===== src/rtl/port_access_scheduler.sv =====
// Serialises up to three simultaneous port requests onto a single-ported array,
// issuing them in rotating round-robin order and returning results together.
module port_access_scheduler #(
    parameter int ADDR_W = 8,
    parameter int DATA_W = 16
) (
    input  logic              clk,
    input  logic              rst,
    input  logic              port1_valid_in,
    input  logic              port1_wen_in,
    input  logic [ADDR_W-1:0] port1_addr_in,
    input  logic [DATA_W-1:0] port1_data_in,
    input  logic              port2_valid_in,
    input  logic              port2_wen_in,
    input  logic [ADDR_W-1:0] port2_addr_in,
    input  logic [DATA_W-1:0] port2_data_in,
    input  logic              port3_valid_in,
    input  logic              port3_wen_in,
    input  logic [ADDR_W-1:0] port3_addr_in,
    input  logic [DATA_W-1:0] port3_data_in,
    output logic              ready_out,
    output logic              mem_en,
    output logic              mem_wen,
    output logic [ADDR_W-1:0] mem_addr,
    output logic [DATA_W-1:0] mem_wdata,
    input  logic [DATA_W-1:0] mem_rdata,
    output logic [1:0]        slot_orig_id,
    output logic [DATA_W-1:0] port1_data_out,
    output logic              port1_valid_out,
    output logic [DATA_W-1:0] port2_data_out,
    output logic              port2_valid_out,
    output logic [DATA_W-1:0] port3_data_out,
    output logic              port3_valid_out
);

    typedef enum logic [1:0] {IDLE, ISSUE, DRAIN, RESP} state_t;

    logic [2:0]        in_valid;
    logic [2:0]        in_wen;
    logic [ADDR_W-1:0] in_addr [3];
    logic [DATA_W-1:0] in_data [3];

    assign in_valid   = {port3_valid_in, port2_valid_in, port1_valid_in};
    assign in_wen     = {port3_wen_in, port2_wen_in, port1_wen_in};
    assign in_addr[0] = port1_addr_in;
    assign in_addr[1] = port2_addr_in;
    assign in_addr[2] = port3_addr_in;
    assign in_data[0] = port1_data_in;
    assign in_data[1] = port2_data_in;
    assign in_data[2] = port3_data_in;

    state_t            state_q, state_d;
    logic [1:0]        prio_q, prio_d;
    logic [2:0]        req_valid_q, req_valid_d;
    logic [2:0]        req_wen_q, req_wen_d;
    logic [ADDR_W-1:0] req_addr_q [3];
    logic [ADDR_W-1:0] req_addr_d [3];
    logic [DATA_W-1:0] req_data_q [3];
    logic [DATA_W-1:0] req_data_d [3];
    logic [1:0]        ord_q [3];
    logic [1:0]        ord_d [3];
    logic [1:0]        k_q, k_d;
    logic [1:0]        idx_q, idx_d;
    logic              mem_en_q, mem_en_d;
    logic              mem_wen_q, mem_wen_d;
    logic [ADDR_W-1:0] mem_addr_q, mem_addr_d;
    logic [DATA_W-1:0] mem_wdata_q, mem_wdata_d;
    logic [1:0]        slot_id_q, slot_id_d;
    logic              ready_q, ready_d;
    logic              cap_pend_q, cap_pend_d;
    logic [1:0]        cap_id_q, cap_id_d;
    logic              cap_wen_q, cap_wen_d;
    logic [DATA_W-1:0] result_q [3];
    logic [DATA_W-1:0] result_d [3];
    logic [DATA_W-1:0] data_out_q [3];
    logic [DATA_W-1:0] data_out_d [3];
    logic [2:0]        valid_out_q, valid_out_d;

    logic [1:0]        ord_acc [3];
    logic [1:0]        k_acc;
    logic [1:0]        cap_idx;
    logic [1:0]        sel;

    // Port id reached j steps after p, wrapping 3 -> 1.
    function automatic logic [1:0] rot(input logic [1:0] p, input logic [1:0] j);
        logic [2:0] s;
        s = {1'b0, p} + {1'b0, j};
        return (s > 3'd3) ? 2'(s - 3'd3) : s[1:0];
    endfunction

    always_comb begin
        ord_acc = '{default: 2'd0};
        k_acc   = 2'd0;
        for (int j = 0; j < 3; j++) begin
            logic [1:0] id;
            id = rot(prio_q, 2'(j));
            if (in_valid[id - 2'd1]) begin
                ord_acc[k_acc] = id;
                k_acc          = k_acc + 2'd1;
            end
        end
    end

    assign cap_idx = cap_id_q - 2'd1;

    always_comb begin
        state_d     = state_q;
        prio_d      = prio_q;
        req_valid_d = req_valid_q;
        req_wen_d   = req_wen_q;
        req_addr_d  = req_addr_q;
        req_data_d  = req_data_q;
        ord_d       = ord_q;
        k_d         = k_q;
        idx_d       = idx_q;
        mem_en_d    = 1'b0;
        mem_wen_d   = 1'b0;
        mem_addr_d  = '0;
        mem_wdata_d = '0;
        slot_id_d   = 2'd0;
        // Whatever slot is on the bus this cycle gets its result captured next cycle.
        cap_pend_d  = mem_en_q;
        cap_id_d    = slot_id_q;
        cap_wen_d   = mem_wen_q;
        result_d    = result_q;
        data_out_d  = data_out_q;
        valid_out_d = 3'b000;
        sel         = 2'd0;

        if (cap_pend_q)
            result_d[cap_idx] = cap_wen_q ? req_data_q[cap_idx] : mem_rdata;

        case (state_q)
            IDLE: begin
                if (|in_valid) begin
                    state_d     = ISSUE;
                    req_valid_d = in_valid;
                    req_wen_d   = in_wen;
                    req_addr_d  = in_addr;
                    req_data_d  = in_data;
                    ord_d       = ord_acc;
                    k_d         = k_acc;
                    idx_d       = 2'd1;
                    sel         = ord_acc[0] - 2'd1;
                    mem_en_d    = 1'b1;
                    mem_wen_d   = in_wen[sel];
                    mem_addr_d  = in_addr[sel];
                    mem_wdata_d = in_data[sel];
                    slot_id_d   = ord_acc[0];
                end
            end
            ISSUE: begin
                if (idx_q == k_q) begin
                    state_d = DRAIN;
                end else begin
                    sel         = ord_q[idx_q] - 2'd1;
                    mem_en_d    = 1'b1;
                    mem_wen_d   = req_wen_q[sel];
                    mem_addr_d  = req_addr_q[sel];
                    mem_wdata_d = req_data_q[sel];
                    slot_id_d   = ord_q[idx_q];
                    idx_d       = idx_q + 2'd1;
                end
            end
            DRAIN: begin
                state_d     = RESP;
                valid_out_d = req_valid_q;
                for (int p = 0; p < 3; p++)
                    if (req_valid_q[p]) data_out_d[p] = result_d[p];
            end
            RESP: begin
                state_d = IDLE;
                prio_d  = (prio_q == 2'd3) ? 2'd1 : prio_q + 2'd1;
            end
            default: state_d = IDLE;
        endcase

        ready_d = (state_d == IDLE);
    end

    always_ff @(posedge clk) begin
        if (rst) begin
            state_q     <= IDLE;
            prio_q      <= 2'd1;
            req_valid_q <= 3'b000;
            req_wen_q   <= 3'b000;
            req_addr_q  <= '{default: '0};
            req_data_q  <= '{default: '0};
            ord_q       <= '{default: 2'd0};
            k_q         <= 2'd0;
            idx_q       <= 2'd0;
            mem_en_q    <= 1'b0;
            mem_wen_q   <= 1'b0;
            mem_addr_q  <= '0;
            mem_wdata_q <= '0;
            slot_id_q   <= 2'd0;
            ready_q     <= 1'b1;
            cap_pend_q  <= 1'b0;
            cap_id_q    <= 2'd0;
            cap_wen_q   <= 1'b0;
            result_q    <= '{default: '0};
            data_out_q  <= '{default: '0};
            valid_out_q <= 3'b000;
        end else begin
            state_q     <= state_d;
            prio_q      <= prio_d;
            req_valid_q <= req_valid_d;
            req_wen_q   <= req_wen_d;
            req_addr_q  <= req_addr_d;
            req_data_q  <= req_data_d;
            ord_q       <= ord_d;
            k_q         <= k_d;
            idx_q       <= idx_d;
            mem_en_q    <= mem_en_d;
            mem_wen_q   <= mem_wen_d;
            mem_addr_q  <= mem_addr_d;
            mem_wdata_q <= mem_wdata_d;
            slot_id_q   <= slot_id_d;
            ready_q     <= ready_d;
            cap_pend_q  <= cap_pend_d;
            cap_id_q    <= cap_id_d;
            cap_wen_q   <= cap_wen_d;
            result_q    <= result_d;
            data_out_q  <= data_out_d;
            valid_out_q <= valid_out_d;
        end
    end

    assign ready_out       = ready_q;
    assign mem_en          = mem_en_q;
    assign mem_wen         = mem_wen_q;
    assign mem_addr        = mem_addr_q;
    assign mem_wdata       = mem_wdata_q;
    assign slot_orig_id    = slot_id_q;
    assign port1_data_out  = data_out_q[0];
    assign port2_data_out  = data_out_q[1];
    assign port3_data_out  = data_out_q[2];
    assign port1_valid_out = valid_out_q[0];
    assign port2_valid_out = valid_out_q[1];
    assign port3_valid_out = valid_out_q[2];

endmodule

===== config.mk =====
export PLATFORM = sky130hd
export DESIGN_NAME = port_access_scheduler
export DESIGN_NICKNAME = d
export VERILOG_FILES = /design/src/rtl/port_access_scheduler.sv
export SDC_FILE = /design/constraint.sdc
export NUM_CORES = 1
export LEC_CHECK = 0
export CORE_ASPECT_RATIO = 1.2
export CORE_MARGIN = 2
export CORE_UTILIZATION = 54
export CTS_BUF_LIST = sky130_fd_sc_hd__clkbuf_2 sky130_fd_sc_hd__clkbuf_4 sky130_fd_sc_hd__clkbuf_8
export DETAILED_ROUTE_END_ITERATION = 8
export PLACE_DENSITY = 0.89
export RECOVER_POWER = 100
export SYNTH_ARGS = -nofsm -noshare
export SYNTH_HDL_FRONTEND = slang
export SYNTH_SLANG_ARGS = --single-unit

===== constraint.sdc =====
create_clock -name clk -period 4.3 [get_ports clk]
set_input_delay 0.43 -clock clk [delete_from_list [all_inputs] [get_ports clk]]
set_output_delay 0.43 -clock clk [all_outputs]
set_load 0.05 [all_outputs]

Yosys cells after proc, flatten, opt, wreduce, memory -nomap -nowiden
Index checks and enable logic that the tools add are counted.
Widths: inputs -> output; s select.
- logic and storage cells: 160
- bits in registers: 224
- input port bits: 96
- bitwise operators: 7
- $add $sub $neg: 15
- magnitude comparators: 17
- muxes and demuxes: 70
- reductions and logical operators: 13
- equal/unequal tests: 7
- operator list (cell ; number):
    $mux 16 ; 10
    $bmux 16 s2 ; 3
    $bwmux 48 ; 1
    $mux 48 ; 1
    $mux 8 ; 6
    $mux 2 ; 17
    $bmux 8 s2 ; 2
    $demux 16 s2 ; 1
    $pmux 16 s2 ; 1
    $ge 3x3->1 const B ; 6
    $not 2->3 ; 6
    $pmux 8 s2 ; 1
    $lt 2x3->1 const B ; 5
    $bwmux 6 ; 2
    $mux 6 ; 2
    $sub 2x1->2 const B ; 6
    $bmux 1 s2 ; 5
    $mux 1 ; 10
    $lt 3x1->1 const B ; 3
    $add 2x1->2 const B ; 4
    $demux 2 s2 ; 2
    $pmux 2 s2 ; 2
    $pmux 2 s4 ; 1
    $reduce_and 2->1 ; 4
    18 further kinds ; 28

Depth between registers and ports, before layout
- depth in word-level cells: 22
- gate-level depth with buffers: 13
- depth with buffers taken out: 12

Least setup slack after synthesis
Ideal clock, no wire load.
- path kind: register -> register
- start point: register prio_q[0]
- end point: register mem_addr_q[0], in the netlist mem_addr[0]
- slack: 723 ps
- arrival: 3455 ps
- period minus slack after synthesis: 3577 ps
- required time: 4178 ps
- library setup time: 122 ps
- stages on the path, launching flop included: 13
- cell sequence: dfxtp_1 -> inv_1 -> ha_1 -> buf_4 -> mux2_4 -> a21boi_4 -> ha_1 -> and4b_1 -> o21ba_2 -> a31oi_2 -> buf_2 -> mux2_2 -> a221o_1
- word-level cells in the longest chain between the ends: 22
- ends and longest elaborated chain (element ; line ; source):
    start: declaration ; 53 ; logic [1:0] prio_q, prio_d;
    start signal: assignment ; 206 ; prio_q <= prio_d;
    $sub 2x2->2 or $gt 2x2->1 (tied branches) ; 88 ; return (s > 3'd3) ? 2'(s - 3'd3) : s[1:0];
    $mux 2 ; 88 ;
    $sub 2x1->2 ; 97 ; if (in_valid[id - 2'd1]) begin
    $bmux 1 s2 ; 97 ;
    $mux 1 (not written as such) ; 97 ;
    $mux 1 ; 97 ;
    $add 2x1->2 or $not 2->3 (tied branches) ; 99, 98 ;
    $mux 2 (tied with other cells) ; 97 ;
    [5 not listed] ; n/a ;
    $bwmux 6 ; 98 ; ord_acc[k_acc] = id;
    $mux 6 (*) ; 97 ;
    $sub 2x1->2 (*) ; 144 ; sel = ord_acc[0] - 2'd1;
    $not 2->3 (not written as such) (*) ; 147 ; mem_addr_d = in_addr[sel];
    $bmux 8 s2 (*) ; 147 ;
    $mux 8 (not written as such) (*) (2 in series) ; 147 ;
    $mux 8 (*) ; 135 ; if (|in_valid) begin
    $pmux 8 s2 (*) ; 133 ; case (state_q)
    end signal: assignment ; 216 ; mem_addr_q <= mem_addr_d;
    end: declaration ; 66 ; logic [ADDR_W-1:0] mem_addr_q, mem_addr_d;
Mark *: on every way between the ends. The rest lies on a longest branch, timed or not. The select of a mux whose other input is x is not followed.
A chain may end at the register's enable or synchronous reset.

Final worst setup path
- start point: register prio_q[0]
- end point: register mem_wdata_q[12], in the netlist mem_wdata[12]
- word-level cells in the longest chain between the ends: 22
- ends and longest elaborated chain (element ; line ; source):
    $sub 2x2->2 or $gt 2x2->1 (tied branches) ; 88 ;
    $mux 2 ; 88 ;
    $sub 2x1->2 ; 97 ;
    $bmux 1 s2 ; 97 ;
    $mux 1 (not written as such) ; 97 ;
    $mux 1 ; 97 ;
    $add 2x1->2 or $not 2->3 (tied branches) ; 99, 98 ;
    $mux 2 (tied with other cells) ; 97 ;
    [5 not listed] ; n/a ;
    $bwmux 6 ; 98 ;
    $mux 6 (*) ; 97 ;
    $sub 2x1->2 (*) ; 144 ;
    $not 2->3 (not written as such) (*) ; 148 ; mem_wdata_d = in_data[sel];
    $bmux 16 s2 (*) ; 148 ;
    $mux 16 (not written as such) (*) (2 in series) ; 148 ;
    $mux 16 (*) ; 135 ;
    $pmux 16 s2 (*) ; 133 ;
    end signal: assignment ; 217 ; mem_wdata_q <= mem_wdata_d;
    end: declaration ; 67 ; logic [DATA_W-1:0] mem_wdata_q, mem_wdata_d;
Marks and branches as above.

==> results.toml <==
[grt]
grt_pass1_wl_um = 41400
use_met2 = 0.464
met3_usage = 0.0499
grt_remaining_overflow = 0
busiest_layer = "met2"
met1_usage = 0.336
antenna_found_initial = 0
grt_pass1_vias = 8017
grt_max_degree = 103
grtUsageTotal = 0.274

[worst_setup_path]
rrSetupSlack_ns = 0.28
critical_path.max_fanout = 14
critical_path_class = "reg -> reg"
cp_data_required_time_ns = 4.76
crit_path_end_kind = "flip-flop"
cp_data_arrival_time_ns = 4.48
startpoint_type = "flip-flop"

[layout]
multi_input_area_um2 = 4640
drive_gt1_frac = 0.0848
syn_to_final_growth_pct = 27.1
n_antenna_cell = 0
final_cells = 1458
nFillCells = 1330
register_area_um2 = 4480
fin_nets = 1321

[detailed_routing]
wl_per_cell_um = 18.0
num_vias = 8395
firstDrtPassIters = 5
drt-initial-drc-count = 842
drtAntennaViolNets = 0
drc = 0
routed_via_density = 5.76
wl_um = 26200

[clocking]
clock_latency_ns = 0.53
cts_hold_buf = 0
path_clk_slew_ns = 0.07
h-tree-depth = 2
numCtsBuffers = 35
clock-sinks = 224
cts_tree = "yes"
cts_root_buf = "clkbuf_8"
cts_buffer_depth = 3

[synthesis]
ys.flop_type = "dfxtp_1"
synth_seq_cells = 224
syn_inst = 1073
yosysTopAreaCell = "dfxtp_1"
yosysSeqAreaShare = 0.474
syn_area_um2 = 9460
synth_cell_types = 53
synth_nets = 1180
async_flop_share = 0
synth_area_per_cell_um2 = 8.82
synth.top_cell.area_share = 0.474
synth_area_leaders = "dfxtp_1 (47%), mux2i_1 (10%), nand2_1 (6.9%)"
ys.warnings.count = 0
synth-edff-count = 0

[die]
io_pins = 176
die_h_um = 149
core_um2 = 17400
die_area_um2 = 18600
start_util = 0.544
die_w_um = 125
rows = 53

[timing]
rsz0062_at_grt = "false"
slew_viol_final = 409
finClkSkew_ns = 0.0192
fin_crit_ns = 4.02
tightest_slew_ns = 2.38
setup_viol = 0
final_hold_viol_count = 0
setup_tns_ns = 0
fin_crit_sh = 0.935
max-slew-margin-rel = -0.587
fmax_mhz = 249

[placed_design]
placed_cells = 1397
port-buffer-count = 175
gp_congestion = 0.926
hpwlAfterDp_um = 17500

[status]
status = "finished, violations left"
violations = "capacitance limit, slew limit"

[pwr]
ir_worst_vdd_v = 0.000450
powerDensity_nw_per_um2 = 643
p_leak_uw = 0.00510

[min_path]
hp-class = "reg -> reg"

[job]
drv_cap = 6
worst max-delay path, cell delays in order (launching register included):
cell,delay (ns)
dfxtp_1,0.53
inv_1,0.12
ha_1,0.49
mux2_1,0.42
a21boi_4,0.25
ha_1,0.25
and4b_1,0.25
o21ba_2,0.21
a21oi_4,0.55
and2b_1,0.60
a221o_1,0.25
cell usage after synthesis (11+ instances only):
cell type / number
mux2_2: 19
clkbuf_1: 63
ha_1: 11
a21oi_1: 115
dfxtp_1: 224
nand2_1: 173
nor2_1: 170
a2bb2oi_1: 22
a211oi_1: 51
buf_1: 11
a221o_1: 22
mux2i_1: 95
power breakdown:
part           total, µW  internal [µW]  switching (µW)
sequential          2770           2480             293
clock               1940           1120             821
combinational       3020           1100            1920
cell type report:
type                       count  area share
timing repair buffer         187       0.151
clock buffer                  57      0.0601
clock inverter                 4     0.00427
tap                          220      0.0229
sequential                   224       0.373
inverter                       7     0.00219
multi-input combinational    759       0.386
registers in the layout, indices dropped and copies added, names as in the netlist, 6 cells and up:
register and flops:
port3_data_out 16, mem_addr 8, result_q 48, req_data_q 48
port2_data_out 16, ord_q 6, req_addr_q 24, port1_data_out 16
mem_wdata 16
cells by family (layout without fill, tap and decap cells):
family / count (synthesis) / count (layout) / share of synthesized area
adders and majority gates: 11 / 11 / 0.0146
AOI/OAI and AO/OA: 240 / 240 / 0.172
DFF: 224 / 224 / 0.474
muxes: 121 / 121 / 0.134
xor gates and xnor gates: 3 / 3 / 0.00278
and+or+nand+nor: 384 / 384 / 0.165
buffers and inverters: 90 / 255 / 0.0381
per-layer routing:
layer,share of wire,routed length [µm]
met2,0.49,12800
met4,0.045,1180
met5,0,0
met1,0.39,10300
met3,0.070,1830
layout by cell type, fill, tap and decap left out, drive strengths merged, types with 2 or more instances in the layout:
cell and n:
dfxtp 224, nand2 173, nor2 171, a21oi 116
mux2i 96, clkdlybuf4s50 94, dlygate4sd3 80, clkbuf 63
a211oi 51, mux2 25, a2bb2oi 22, a221o 22
ha 11, nor2b 8, nand2b 7, buf 7
inv 7, nor3 5, o21ai 5, a22oi 4
o2bb2ai 4, and2 4, xor2 3, nand3 3
or3 3, a21boi 3, nand3b 2, and3 2
o221ai 2, a31oi 2, nor3b 2, clkinv 2
stage by stage:
stage | utilization | hold WS (ns) | setup WS (ns) | power [µW] | area (µm²)
final | 0.692 | 0.453 | 0.281 | 7730 | 12000
after global routing | 0.692 | 0.477 | 0.103 | 8080 | 12000
after CTS | 0.693 | 0.411 | 0.243 | 7740 | 12000
after detailed placement | 0.649 | 0.446 | 0.292 | 5800 | 11300
after global placement | 0.649 | 0.441 | 0.431 | 5730 | 11300
after floorplan | - | 0.432 | 0.723 | 4920 | 9460
worst paths after layout:
check / end / cells after the start / start
max: mem_wdata[12]$_SDFF_PP0_ / 10 / prio_q[0]$_SDFFE_PP1N_
min reg2reg: req_addr_q[8]$_SDFFE_PP0P_ / 2 / req_addr_q[8]$_SDFFE_PP0P_
max reg2reg: mem_wdata[12]$_SDFF_PP0_ / 10 / prio_q[0]$_SDFFE_PP1N_
min: req_addr_q[8]$_SDFFE_PP0P_ / 2 / req_addr_q[8]$_SDFFE_PP0P_
repair_timing:
item,CTS,global route
endpoints found under the setup margin,0,5
gates resized for setup,0,1
setup buffers,0,0
Power figures use the tool's default switching activity.
==> patch 1 (same flow settings) <==
Reset style: asynchronous (`rst`), changed in one clocked block.
--- a/src/rtl/port_access_scheduler.sv
+++ b/src/rtl/port_access_scheduler.sv
@@ -178,7 +178,7 @@
         ready_d = (state_d == IDLE);
     end
 
-    always_ff @(posedge clk) begin
+    always_ff @(posedge clk or posedge rst) begin
         if (rst) begin
             state_q     <= IDLE;
             prio_q      <= 2'd1;
Function: differs if rst is asserted again (counterexample within 4 cycles, from zero or initial values and one cycle with rst high); with rst held inactive, the same outputs for 4 cycles.
==> patch 1 against the original RTL <==
  * The flow still finishes with violations (max-capacitance violations, max-slew violations)
  * Design area grew 5.3%
  * Non-clock buffer count unchanged
  * Sequential cell count did not move
  * Setup slack improved by 0.32 ns
  * First-iteration DRC count down 45%
  * Synthesized area is 7.0% higher
  * Wire length increased by 2.6%
  * Total power is 44% higher
  * Combinational power rose by 85%
  * Critical endpoint is now port2_data_out[15]
  * Highest routed layer unchanged
==> patch 1: results (changes against the original RTL) <==
| Metric | Value |
|---|---|
| Max Cap Violations | `4 (was 6)` |
| Vias in the first global route | `8447 (was 8017)` |
| Vias per cell | `5.71 (was 5.76)` |
| Inst Count DP | `1358 (was 1397)` |
| FFs w/ async S/R, synth | `1.00 (was 0)` |
| Starting DRT DRC Count | `465 (was 842)` |
| Wirelength per Cell | `19.0 um (was 18.0 um)` |
| Peak VDD IR | `0.618 mV (was 0.450 mV)` |
| Synthesized Nets | `1112 (was 1180)` |
| Post-synth top cells | `nand2_1 (423), dfrtp_1 (222), mux2_2 (66), mux2i_1 (55), clkbuf_1 (34) (was dfxtp_1 (224), nand2_1 (173), nor2_1 (170), a21oi_1 (115), mux2i_1 (95))` |
| Num CTS Buffers | `36 (was 35)` |
| Crit-path slowest cell | `clkbuf_1 (was and2b_1)` |
| Status | `complete, but fails checks (unchanged)` |
| P_leak | `6.04 nW (was 5.10 nW)` |
| Slew Limit Fails | `243 (was 409)` |
| Tot GR Track Use | `0.274 (about the same)` |
| Placed standard-cell area | `12000 um^2 (was 11300 um^2)` |
| Failing checks | `max-capacitance violations, max-slew violations (unchanged)` |
| Synth Instances | `1005 (was 1073)` |
| Pre-CTS setup slack | `0.964 ns (was 0.292 ns)` |
| Final net count | `1279 (was 1321)` |
| DP Wirelength | `17.7 mm (was 17.5 mm)` |
| Top cells by area, synth | `dfrtp_1 (55%), nand2_1 (16%), mux2_2 (7.3%) (was dfxtp_1 (47%), mux2i_1 (10%), nand2_1 (6.9%))` |
| DRT Wirelength | `26.9 mm (was 26.2 mm)` |
| Largest stage delay on the critical path | `0.85 ns (was 0.60 ns)` |
| Seq/Total Area, Yosys | `0.554 (was 0.474)` |
patch 1: cell types whose count changed in the layout (fill, tap and decap cells not counted), moves of 23 or more:
cell	delta
mux2_2	+47
o221ai_1	+23
nand2_1	+250
mux2i_1	-41
a211oi_1	-51
a21oi_1	-93
dfxtp_1	-224
nor2_1	-147
dfrtp_1	+222
patch 1: report_power, final:
part           internal [mW]  leakage [nW]  switching [mW]
sequential              3.12          2.74           0.605
clock                   1.02         0.376           0.831
combinational           2.00          2.93            3.60
patch 1: layout make-up:
type                    count  area (um^2)
well taps                 224          280
clock inverters             3         27.5
fillers                  1313         5580
multi-input cells         713         4190
inverters                  10         38.8
flip-flops and latches    224         5610
clock buffers              54          687
repair buffers            187         1830
patch 1: kinds of logic after synthesis:
logic type	after synthesis	synth area share
simple gates	463	0.177
flops	224	0.554
mux	123	0.131
compound gates	112	0.0868
buf+inv	68	0.0341
fa+ha+maj	11	0.0136
xor+xnor	4	0.00346
patch 1: worst paths after layout:
path                            cells after the start  slack (ns)            endpoint        start
worst min-delay path                                0        0.42          cap_pend_q       mem_en
min in group asynchronous                           2        0.66        mem_wdata[2]          rst
worst max-delay path                               10        0.60  port2_data_out[15]  cap_id_q[0]
max in group asynchronous                           3        1.29   port2_data_out[0]          rst
worst min register to register                      0        0.42          cap_pend_q       mem_en
worst max register to register                     10        0.60  port2_data_out[15]  cap_id_q[0]
patch 1: layer usage:
layer / GRT usage / routed length [um]
met1: 0.350 / 10700
met2: 0.457 / 13300
met3: 0.0678 / 2220
met4: 0.0958 / 665
met5: 0 / 0
==> patch 2 (same flow settings) <==
Without the edit above. Set the parameter `DATA_W` to 32 (it was 16).
--- a/src/rtl/port_access_scheduler.sv
+++ b/src/rtl/port_access_scheduler.sv
@@ -2,7 +2,7 @@
 // issuing them in rotating round-robin order and returning results together.
 module port_access_scheduler #(
     parameter int ADDR_W = 8,
-    parameter int DATA_W = 16
+    parameter int DATA_W = 32
 ) (
     input  logic              clk,
     input  logic              rst,
Ports: changed (8 resized); port bits go from 176 to 304. No check against the original RTL was run, so the function may have changed too.
==> patch 2 against the original RTL <==
  * Cell count is 69% higher
  * Non-clock buffer count is 137 higher
  * Wire length is 86% higher
  * Die area is 65% higher
  * Setup slack worse by 0.10 ns
  * Sequential cell count is 160 higher
  * Critical path depth is 1 higher
  * Highest routed layer is now met5
  * Sequential share of layout area is 0.57 points higher
  * Synthesized area is 68% higher
  * Total power is 71% higher
  * Design area is 69% higher
  * The run still ends with max-capacitance violations, max-slew violations left
==> patch 2: results (changes against the original RTL) <==
| Metric | Value |
|---|---|
| Detailed-router iteration count before antenna repair | `7 (was 5)` |
| Cell count of the worst hold path | `3 (was 2)` |
| DP Wirelength | `32.8 mm (was 17.5 mm)` |
| Synth Instances | `1799 (was 1073)` |
| P_leak | `8.97 nW (was 5.10 nW)` |
| Starting DRT DRC Count | `1384 (was 842)` |
| Reg-to-reg slack, setup | `0.18 ns (was 0.28 ns)` |
| M3 GR Usage | `0.0479 (was 0.0499)` |
| Worst hold start | `port3_data_in[26] (was req_addr_q[8])` |
| Post-synth top cells | `dfxtp_1 (384), nor2_1 (284), nand2_1 (278), mux2i_1 (214), a21oi_1 (204) (was dfxtp_1 (224), nand2_1 (173), nor2_1 (170), a21oi_1 (115), mux2i_1 (95))` |
| Status | `complete, but fails checks (unchanged)` |
| Layout cell share with drive strength beyond 1 | `0.0751 (was 0.0848)` |
| Seq group | `4.70 mW (was 2.77 mW)` |
| Fillers | `2091 (was 1330)` |
| Failing checks | `max-capacitance violations, max-slew violations (unchanged)` |
| Largest net degree at the start of global routing | `145 (was 103)` |
| Xor-xnor portion of the synthesized cell area | `0.00221 (was 0.00278)` |
| Clock Skews | `0.0168 ns (was 0.0192 ns)` |
| R2R depth | `11 (was 10)` |
| Crit-path max FO | `11 (was 14)` |
| First-pass GRT wire length | `75.8 mm (was 41.4 mm)` |
| Pre-CTS setup slack | `0.0860 ns (was 0.292 ns)` |
| Post-synthesis mux area share | `0.138 (was 0.134)` |
| Cell Count, Final, Fillers Out | `2465 (was 1458)` |
| Worst Hold Endpoint | `req_data_q[26] (was req_addr_q[8])` |
| P_sw | `5.36 mW (was 3.04 mW)` |
| Slew Limit Fails | `245 (was 409)` |
| Max Cap Violations | `3 (was 6)` |
| Area of the multi-input gates | `7540 um^2 (was 4640 um^2)` |
==> patch 2: changes by cell type in the layout (fill, tap and decap cells not counted), sizes merged, moves of 48 or more <==
cell,delta
dfxtp,+160
mux2i,+118
nor2,+113
nand2,+105
a21oi,+88
clkdlybuf4s50,+64
dlygate4sd3,+64
a211oi,+48
==> patch 2: worst max path at each step <==
stage	start	to	slack, ns	depth (start not counted)
after floorplan	prio_q[0]	mem_addr[0]	0.93	12
after global placement	port2_valid_in	mem_wdata[12]	0.27	11
after detailed placement	port2_valid_in	mem_addr[0]	0.09	11
after CTS	prio_q[0]	mem_addr[0]	0.21	11
after global routing	prio_q[0]	mem_wdata[27]	0.04	11
final	prio_q[0]	mem_wdata[27]	0.18	11
==> patch 2: layout make-up <==
class                   instances  share of cell area
diodes                          2            0.000247
clock buffers                  85              0.0549
clock inverters                22              0.0120
inverters                       7             0.00129
multi-input cells            1256               0.371
flip-flops and latches        384               0.379
well taps                     385              0.0237
repair buffers                324               0.158
